## src/rtl/stream_min_max_pkg.sv

```systemverilog
// Shared definitions for the stream_min_max reduction unit:
// state encoding and default widths.
package stream_min_max_pkg;

    localparam int DEFAULT_N       = 8;
    localparam int DEFAULT_MAX_LEN = 16;

    localparam logic [1:0] ST_IDLE  = 2'd0;
    localparam logic [1:0] ST_ACCUM = 2'd1;
    localparam logic [1:0] ST_DONE  = 2'd2;

    typedef enum logic [1:0] {
        IDLE  = ST_IDLE,
        ACCUM = ST_ACCUM,
        DONE  = ST_DONE
    } state_t;

endpackage

```

## src/rtl/signed_lt_cmp.sv

```systemverilog
// Strict signed less-than over the full N bits, the same compare the ALU
// uses for set-less-than.
module signed_lt_cmp #(
    parameter int N = 8
) (
    input  logic [N-1:0] a,
    input  logic [N-1:0] b,
    output logic         lt
);

    assign lt = $signed(a) < $signed(b);

endmodule

```

## src/rtl/stream_min_max.sv

```systemverilog
// Frame-wise running min/max tracker: consumes signed samples over a
// valid/ready stream and emits one registered record per frame.
module stream_min_max
    import stream_min_max_pkg::*;
#(
    parameter int N       = DEFAULT_N,
    parameter int MAX_LEN = DEFAULT_MAX_LEN
) (
    input  logic                         clk,
    input  logic                         rst_n,
    input  logic                         in_valid,
    output logic                         in_ready,
    input  logic [N-1:0]                 in_data,
    input  logic                         in_last,
    output logic                         out_valid,
    input  logic                         out_ready,
    output logic [N-1:0]                 min_val,
    output logic [N-1:0]                 max_val,
    output logic [$clog2(MAX_LEN)-1:0]   min_idx,
    output logic [$clog2(MAX_LEN)-1:0]   max_idx,
    output logic [$clog2(MAX_LEN):0]     count,
    output logic                         overflow
);

    localparam int IW = $clog2(MAX_LEN);

    // When the counter already holds MAX_LEN-1, the sample being accepted
    // is the one that fills the frame.
    localparam logic [IW:0] LAST_CNT = (IW + 1)'(MAX_LEN - 1);

    state_t state;
    state_t next_state;
    logic   accept;
    logic   new_min;
    logic   new_max;
    logic   frame_full;

    signed_lt_cmp #(.N(N)) u_min_cmp (
        .a  (in_data),
        .b  (min_val),
        .lt (new_min)
    );

    signed_lt_cmp #(.N(N)) u_max_cmp (
        .a  (max_val),
        .b  (in_data),
        .lt (new_max)
    );

    assign in_ready   = (state != DONE);
    assign out_valid  = (state == DONE);
    assign accept     = in_valid && in_ready;
    assign frame_full = (count == LAST_CNT);

    always_comb begin
        next_state = state;
        case (state)
            IDLE: begin
                if (accept) begin
                    next_state = in_last ? DONE : ACCUM;
                end
            end
            ACCUM: begin
                if (accept && (in_last || frame_full)) begin
                    next_state = DONE;
                end
            end
            DONE: begin
                if (out_ready) begin
                    next_state = IDLE;
                end
            end
            default: next_state = IDLE;
        endcase
    end

    // Strict compares mean ties never move an index, so the earliest
    // occurrence is kept.
    always_ff @(posedge clk or negedge rst_n) begin
        if (!rst_n) begin
            state    <= IDLE;
            min_val  <= '0;
            max_val  <= '0;
            min_idx  <= '0;
            max_idx  <= '0;
            count    <= '0;
            overflow <= 1'b0;
        end else begin
            state <= next_state;
            case (state)
                IDLE: begin
                    if (accept) begin
                        min_val  <= in_data;
                        max_val  <= in_data;
                        min_idx  <= '0;
                        max_idx  <= '0;
                        count    <= (IW + 1)'(1);
                        overflow <= 1'b0;
                    end
                end
                ACCUM: begin
                    if (accept) begin
                        if (new_min) begin
                            min_val <= in_data;
                            min_idx <= count[IW-1:0];
                        end
                        if (new_max) begin
                            max_val <= in_data;
                            max_idx <= count[IW-1:0];
                        end
                        count <= count + 1'b1;
                        if (!in_last && frame_full) begin
                            overflow <= 1'b1;
                        end
                    end
                end
                DONE: begin
                    if (out_ready) begin
                        overflow <= 1'b0;
                    end
                end
                default: ;
            endcase
        end
    end

endmodule
```

## config.mk

```make
export PLATFORM = sky130hd
export DESIGN_NAME = stream_min_max
export DESIGN_NICKNAME = d
export VERILOG_FILES = /design/src/rtl/stream_min_max_pkg.sv /design/src/rtl/signed_lt_cmp.sv /design/src/rtl/stream_min_max.sv
export SDC_FILE = /design/constraint.sdc
export NUM_CORES = 1
export LEC_CHECK = 0
export CORE_MARGIN = 5
export CORE_UTILIZATION = 24
export DETAILED_ROUTE_END_ITERATION = 12
export PLACE_DENSITY = 0.55
export SLEW_MARGIN = 20
export SYNTH_ARGS = -nofsm -noshare
export SYNTH_HDL_FRONTEND = slang
export SYNTH_SLANG_ARGS = --single-unit
```

## constraint.sdc

```tcl
create_clock -name clk -period 2.4 [get_ports clk]
set_input_delay 0.36 -clock clk [delete_from_list [all_inputs] [get_ports clk]]
set_output_delay 0.36 -clock clk [all_outputs]
set_load 0.02 [all_outputs]
```

==> Word level (Yosys, flattened, before mapping) <==
Index checks and enable logic that the tools add are counted.
{ "totals": {"ff_bits": 32, "elab_cells": 61} }
{ "classes": {"mux": 27, "n_lt_le_gt_ge": 2, "n_addsub": 1, "n_reduce_logical": 13, "n_eq_ne": 11} }
{ "ops": {"columns": ["cell", "count"], "rows": [
  ["$mux 8", 5],
  ["$pmux 8 s2", 2],
  ["$mux 4", 5],
  ["$lt 8x8->1", 2],
  ["$pmux 4 s2", 2],
  ["$ne 2x2->1 const B", 7],
  ["$mux 5", 2],
  ["$pmux 5 s2", 1],
  ["$mux 2", 4],
  ["$reduce_and 4->1", 2],
  ["$pmux 2 s3", 1],
  ["$reduce_and 3->1", 2],
  ["$add 5x1->5 const B", 1],
  ["$eq 5x4->1 const B", 1],
  ["$reduce_and 5->1", 1],
  ["$mux 1", 4],
  ["$logic_and 1x1->1", 3],
  ["$pmux 1 s3", 1],
  ["$reduce_bool 3->1", 1],
  ["$eq 2x1->1 const B", 1],
  ["$eq 2x2->1 const B", 1],
  ["$logic_not 2->1", 1],
  ["$ne 2x1->1 const B", 1],
  ["$reduce_bool 2->1", 1],
  ["other kinds (2)", 2]
]} }

==> Longest topological paths before layout <==
Gate-level depths: netlist of run 1.
{ "depth": {"depth_word": 5, "depth_mapped": 9} }

==> By module <==
A second synthesis of run 1 with hierarchy kept.
{ "unflattened": {"cells_unflattened": 148, "hier_area_um2": 1745.4} }
{ "by_module_without_submodules": {"columns": ["mod", "cells_each", "area_per_inst_um2", "n_inst"], "rows": [
  ["stream_min_max", 102, 1380.1, 1],
  ["signed_lt_cmp", 23, 182.7, 2]
]} }

==> Worst setup path after synthesis of run 1 <==
OpenSTA, ideal clock, no wires.
{ "synth_timing": {"path_kind": "reg2reg", "startpoint": "reg min_val[5]", "endpoint": "reg min_val[5]", "required_ns": 2.331, "period_less_slack_ns": 2.233, "arrival_time_ns": 2.164, "path_slack_ns": 0.167, "stages_incl_launch_ff": 9, "path_cell_list": "dfrtp_1 inv_1 ha_1 a21o_1 a2111oi_4 o21ai_2 buf_6 or4_1 nand3_1"} }
{ "synth_via": {"elab_chain_cells": 3} }
{ "synth_rtl": {"columns": ["element", "line_no", "text"], "rows": [
  ["start, declared", "stream_min_max.sv:17", "output logic [N-1:0] min_val,"],
  ["start signal, assigned", "stream_min_max.sv:93", "min_val <= in_data;"],
  ["start signal, assigned", "stream_min_max.sv:104", "min_val <= in_data;"],
  ["$lt 8x8->1", "signed_lt_cmp.sv:11", "assign lt = $signed(a) < $signed(b);"],
  ["$ne 2x2->1 (no line)", null, null],
  ["$reduce_and 4->1 (no line)", null, null]
]} }
No other way between the ends.
A chain may end at the register's enable or synchronous reset.

==> Worst setup path in the final report of run 1 <==
{ "layout_timing": {"startpoint": "in in_data[5]", "endpoint": "reg min_val[5]"} }
{ "layout_via": {"elab_chain_cells": 3, "word_cells_on_any_way": 7, "classes_between": "1 x order compare; 1 x eq/ne; 4 x mux; 1 x reduce/logical"} }
{ "layout_rtl": {"columns": ["element", "line_no", "text"], "rows": [
  ["start, declared", "stream_min_max.sv:13", "input logic [N-1:0] in_data,"],
  ["$lt 8x8->1 or $mux 8 (tied branches)", "signed_lt_cmp.sv:11, stream_min_max.sv:103", null],
  ["$ne 2x2->1 (no line) or $mux 8 (tied branches)", null, null],
  ["$reduce_and 4->1 (no line) or $pmux 8 s2 (tied branches)", null, null]
]} }
Parallel ways exist; a longest one is shown, timed or not. The select of a mux whose other input is x is not followed.

==> results of run 1 <==
[per-stage QoR]
| step | power (mW) | util [%] |
|---|---|---|
| 3_3_place_gp | 2.57 | 33.4 |
| 6_report | 3.05 | 34.7 |
| 3_5_place_dp | 2.60 | 33.4 |
| 2_1_floorplan | 1.87 | - |
| 5_1_grt | 3.30 | 34.7 |
| 4_1_cts | 3.05 | 34.5 |
[how the worst min path moves through the flow]
stage                          start         end  slack [ns]  cells past startpoint
after floorplan                rst_n    count[0]        0.06                      0
after global placement    max_val[0]  max_val[0]        0.52                      1
after detailed placement  max_val[0]  max_val[0]        0.52                      1
after CTS                      rst_n    count[4]        0.50                      2
after global routing           rst_n    count[4]        0.53                      2
final                          rst_n  max_idx[1]        0.49                      2
[power breakdown]
group / internal (mW) / total, mW / switching [mW]
Clock: 0.229 / 0.431 / 0.202
Combinational: 0.797 / 1.65 / 0.856
Sequential: 0.736 / 0.961 / 0.225
[cell type report]
type | count | area [µm²]
Multi-Input combinational cell | 165 | 1150
Clock inverter | 2 | 10.0
Tap cell | 105 | 131
Sequential cell | 32 | 801
Timing Repair Buffer | 69 | 628
Fill cell | 861 | 5420
Clock buffer | 6 | 82.6
Inverter | 20 | 75.1
[what timing repair did]
action	CTS	global route
resized for setup	0	1
setup endpoints to repair	0	7
setup buffers	0	0
hold buffers	0	0
[flip-flops by register name, indices dropped and copies added (netlist names)]
name,flops
min_val,8
state,2
max_idx,4
max_val,8
min_idx,4
overflow,1
count,5
[cell families (layout without fill, tap and decap cells)]
kind of cell	Yosys count	in the layout	share of synthesized area (%)
AOI/OAI and AO/OA	42	43	15.4
adders and majority gates	16	16	9.67
buffers and inverters	33	97	6.41
DFF	32	32	38.7
muxes	12	12	6.47
and+or+nand+nor	94	94	23.4
[placed cells by master, fill, tap and decap left out, types with 2 or more instances in the layout]
cell,count
a21o_1,2
a21oi_1,2
a22o_1,2
a31oi_1,9
and3_1,2
buf_4,25
clkbuf_8,6
clkdlybuf4s50_1,44
clkinv_2,2
dfrtp_1,32
ha_1,16
inv_1,20
mux2_2,11
nand2_1,25
nand2b_1,4
nand3_1,33
nand3b_1,2
nand4_1,5
nor2_1,6
nor2b_1,3
o211ai_1,5
o21ai_0,5
o21ai_2,2
o31ai_1,7
or3_1,3
or4_1,7
[per-layer routing]
| metal | vias up | track usage [%] | wire length [µm] |
|---|---|---|---|
| met1 | 901 | 15.4 | 2820 |
| met2 | 48 | 17.0 | 2590 |
| met4 | 0 | 2.39 | 51 |
| met3 | 5 | 2.98 | 233 |
| met5 | - | 0 | 0 |
| li1 | 966 | - | - |
[worst reg2reg max path, cell delays in order (launching register included)]
cell	delay, ns
dfrtp_1	0.41
inv_1	0.08
ha_1	0.33
a2111oi_4	0.51
o21ai_4	0.16
or4_1	0.50
nand3_1	0.10
==> out/metrics.cfg, run 1 <==
[timing]
finalSetupViolCount=0
worstMarginPinSlew_ns=0.481
finalCritPeriodShare_pct=95.5
hold_ws_ns=0.488
min_period_ns=2.29
final.setup.worst_slack_ns=0.109
fmax_mhz=437
hold_violations=0
clock_skew_ns=0.00458
relSlewSlack_pct=67.9
tns_ns=0
slew_violations=0

[setup_path]
end_kind=flip-flop
cp.arrival_ns=2.51
path_max_fanout=11
regToRegSetupSlack_ns=0.25
start_kind=primary input
reg2reg_from=min_val[6]
cp-startpoint=in_data[5]
path_buf_inv=1
cpLargestDelayFamily=compound AO/OA/AOI/OAI gates
slowest_delay_ns=0.50
ff2ff_path_depth=6
cp_cell_sequence=clkdlybuf4s50_1 > ha_1 > a21o_1 > a2111oi_4 > o21ai_4 > or4_1 > nand3_1
r2r-end=min_val[5]
path_depth=7
endpoint=min_val[5]
worstPathRequired_ns=2.62
path_class=in2reg
slowest_stage=or4_1

[floorplanning]
die_w_um=103
rows=33
die_h_um=103
core_area_um2=8300
initial_core_util_pct=24.9
dieArea_um2=10600
ios=45

[clocking]
insertion_delay_ns=0.28
cts_sinks=32
cts_tree=built
clock_tree.root_cell=clkbuf_8
cts_inserted_buffers=5
cts_htree_levels=2
clkTransAtPathRegs_ns=0.07
clockBufferDepth=2

[place]
dpl-instance-area_um2=2770
place_inst=390
hpwlAfterDp_um=4060
io_buffers=44
place_ws_ns=-0.243
gp_congestion=0.709

[global_routing]
grt-ovfl-total=0
antenna_found_initial=0
grt_pass1_wl_um=9190
grt_pass1_vias=1850
grt_max_degree=33
track_usage_pct=11.0

[routing]
drc=0
vias_per_cell=4.81
drt-total-wl_um=5700
antenna_left=0
first_iter_violations=111
vias=1920
wire_per_inst_um=14.3
dr.pass1.iters=4

[power_and_ir_drop]
p_leak_nw=1.27
ir_drop_mv=0.394
p_per_area_nw_per_um2=1060

[synthesis]
syn_area_per_cell_um2=9.04
synth.area.top_cells=dfrtp_1 (39%), ha_1 (9.7%), nand3_1 (8.0%)
yosysSeqAreaShare_pct=38.7
synth_cells=229
synth_most_common_cell=nand3_1
syn_area_um2=2070
synthArstFlopShare_pct=100
yosys_warnings=0
synth-edff-count=0
synth_area_leader_cell=dfrtp_1
synth_ff_type=dfrtp_1
synth_seq_cells=32
synth_top_area_share_pct=38.7
syn-num-nets=258
synth_common_cells=nand3_1 (33), dfrtp_1 (32), nand2_1 (25), inv_1 (20), ha_1 (16)
yosys.cell_types.count=39

[outcome]
status=finished, final reports clean

[finish]
syn_to_final_growth_pct=39.2
n_antenna_cell=0
postLayoutCellArea_um2=2880
fin_cells=399
layout-drive-gt1-share_pct=16.7
layout.nets=322

[job]
drv_cap=0

[min_path]
min_path_type=in2async

Power figures use the tool's default switching activity.
==> run 2: changes to the inputs <==
--- a/config.mk
+++ b/config.mk
@@ -6,10 +6,9 @@
 export NUM_CORES = 1
 export LEC_CHECK = 0
 export CORE_MARGIN = 5
-export CORE_UTILIZATION = 24
+export CORE_UTILIZATION = 51
 export DETAILED_ROUTE_END_ITERATION = 12
-export PLACE_DENSITY = 0.55
-export SLEW_MARGIN = 20
+export PLACE_DENSITY = 0.91
 export SYNTH_ARGS = -nofsm -noshare
 export SYNTH_HDL_FRONTEND = slang
 export SYNTH_SLANG_ARGS = --single-unit
==> run 2 against run 1 <==
- worst setup slack improved by 0.014 ns
- sequential power is essentially flat
- cell count shrank 15%
- die area down 49%
- maximum frequency up 0.63%
- worst hold slack worse by 0.021 ns
- non-clock buffer count down 4
- clock power increased by 3%
- sequential share of layout area increased by 0.95 points
- register-to-register slack worse by 0.06 ns
- critical endpoint is now min_val[7]
- highest routed layer unchanged
==> out/metrics.cfg, run 2 (same netlist as run 1, synthesis figures left out) <==
[place]
io_buffers=44  ; unchanged
hpwlAfterDp_um=3760  ; was 4060 µm
gp_congestion=0.863  ; was 0.709

[timing]
worstMarginPinSlew_ns=0.423  ; was 0.481 ns
clock_skew_ns=0.00703  ; was 0.00458 ns
hold_violations=0  ; unchanged
relSlewSlack_pct=71.8  ; was 67.9%
finalCritPeriodShare_pct=94.9  ; was 95.5%
slew_violations=0  ; unchanged
fmax_mhz=439  ; was 437 MHz
finalSetupViolCount=0  ; unchanged
rsz0062_at_grt=false
min_period_ns=2.28  ; was 2.29 ns
tns_ns=0  ; unchanged

[outcome]
status=finished, final reports clean  ; unchanged

[clocking]
clkTransAtPathRegs_ns=0.07  ; about the same
insertion_delay_ns=0.29  ; was 0.28 ns
cts_setup_buffers=0  ; unchanged
cts_inserted_buffers=5  ; unchanged
cts_tree=built  ; unchanged
cts_htree_levels=2  ; unchanged
clock_tree.root_cell=clkbuf_8  ; unchanged
clockBufferDepth=2  ; unchanged
cts_sinks=32  ; unchanged

[global_routing]
grt_pass1_wl_um=8770  ; was 9190 µm
grt-ovfl-total=0  ; unchanged
grt_pass1_vias=1911  ; was 1850
track_usage_pct=20.8  ; was 11.0%
grt_max_degree=35  ; was 33
antenna_found_initial=0  ; unchanged

[routing]
wire_per_inst_um=15.3  ; was 14.3 µm
antenna_left=0  ; unchanged
first_iter_violations=227  ; was 111
vias=1977  ; was 1920
vias_per_cell=5.83  ; was 4.81
drc=0  ; unchanged
dr.pass1.iters=4  ; unchanged
drt-total-wl_um=5180  ; was 5700 µm

[floorplanning]
core_area_um2=3970  ; was 8300 µm²
dieArea_um2=5430  ; was 10600 µm²
ios=45  ; unchanged
die_h_um=73.7  ; was 103 µm
initial_core_util_pct=52.1  ; was 24.9%
rows=23  ; was 33
die_w_um=73.7  ; was 103 µm

[power_and_ir_drop]
p_int_mw=1.75  ; was 1.76 mW
swShare_pct=42.1  ; about the same
clockPowerShare_pct=14.7  ; was 14.1%
p_switching_mw=1.27  ; was 1.28 mW
power.share.sequential_pct=31.9  ; was 31.6%
ir_drop_mv=0.603  ; was 0.394 mV
p_per_area_nw_per_um2=1080  ; was 1060 nW/µm²
p_leak_nw=1.25  ; was 1.27 nW
combPwrFrac_pct=53.4  ; was 54.3%

[finish]
syn_to_final_growth_pct=34.6  ; was 39.2%
layout-drive-gt1-share_pct=15.2  ; was 16.7%
fill_cells=304  ; was 861
mostFrequentLayoutCells=clkdlybuf4s50_1 (44), nand3_1 (33), dfrtp_1 (32), nand2_1 (25)  ; was clkdlybuf4s50_1 (44), nand3_1 (33), dfrtp_1 (32), nand2_1 (25), buf_4 (25)
multi_input_area_um2=1140  ; was 1150 µm²
n_antenna_cell=0  ; unchanged
reg_top3=max_val (8), min_val (8), count (5)  ; unchanged
layout.nets=317  ; was 322
postLayoutCoreUtil_pct=70.1  ; was 34.7%
regArea_um2=801  ; unchanged
final_common_cell=clkdlybuf4s50_1  ; unchanged

[setup_path]
worstPathRequired_ns=2.63  ; was 2.62 ns
path_class=in2reg  ; unchanged
ff2ff_path_depth=7  ; was 6
end_kind=flip-flop  ; unchanged
path_max_fanout=19  ; was 11
reg2reg_from=min_val[5]  ; was min_val[6]
r2r-end=min_val[7]  ; was min_val[5]
regToRegSetupSlack_ns=0.19  ; was 0.25 ns
cp.arrival_ns=2.50  ; was 2.51 ns
start_kind=primary input  ; unchanged

[min_path]
min_path_type=in2async  ; unchanged

[job]
drv_cap=0  ; unchanged

run 2: how the worst max path moves through the flow:
stage                           from    endpoint  slack (ns)  depth (start not counted)
final                     in_data[5]  min_val[7]        0.12                          7
after global placement    in_data[5]  min_val[4]       -0.16                          7
after CTS                 in_data[5]  min_val[7]        0.08                          7
after floorplan           min_val[5]  min_val[5]        0.17                          8
after global routing      in_data[5]  min_val[6]        0.03                          7
after detailed placement  in_data[5]  min_val[7]       -0.21                          7
run 2: stage by stage:
step | power [mW] | worst slack (ns) | std cells | hold slack [ns] | area, µm²
6_report | 3.02 | 0.123 | 339 | 0.468 | 2790
5_1_grt | 3.24 | 0.0320 | 339 | 0.516 | 2790
4_1_cts | 3.01 | 0.0848 | 339 | 0.483 | 2780
3_5_place_dp | 2.56 | -0.207 | 331 | 0.513 | 2690
3_3_place_gp | 2.49 | -0.155 | 331 | 0.512 | 2690
2_1_floorplan | 1.87 | 0.167 | 229 | 0.0644 | 2070
run 2: routing by layer:
layer	up-vias	GRT usage, %	wire [µm]
met5	-	0	0
met4	0	8.45	93
met3	12	4.65	259
met2	59	33.4	2580
met1	946	27.0	2240
li1	960	-	-
run 2: power by group through the flow:
stage	clock [mW]	sequential [mW]	combinational, mW
floorplan	0	1.16	0.712
CTS	0.444	0.959	1.61
global placement	0	0.952	1.54
detailed placement	0	0.966	1.60
finish	0.443	0.963	1.61
global route	0.475	1.00	1.77
run 2: timing repair:
action                                  in CTS  in global routing
endpoints found under the setup margin       0                  4
hold endpoints to repair                     0                  0
hold buffers                                 0                  0
resized for setup                            0                  1
run 2: layout make-up:
class	count	area share (%)
inverters	20	2.70
clock inverters	2	0.359
flip-flops and latches	32	28.8
multi-input cells	164	41.1
well taps	50	2.25
clock buffers	6	2.96
repair buffers	65	21.9
run 2: critical path: stages:
cell and delay (ns):
clkdlybuf4s50_1 0.42, ha_1 0.32, a21o_1 0.21, a2111oi_4 0.40
o21ai_4 0.19, or4_1 0.51, nand3_1 0.10
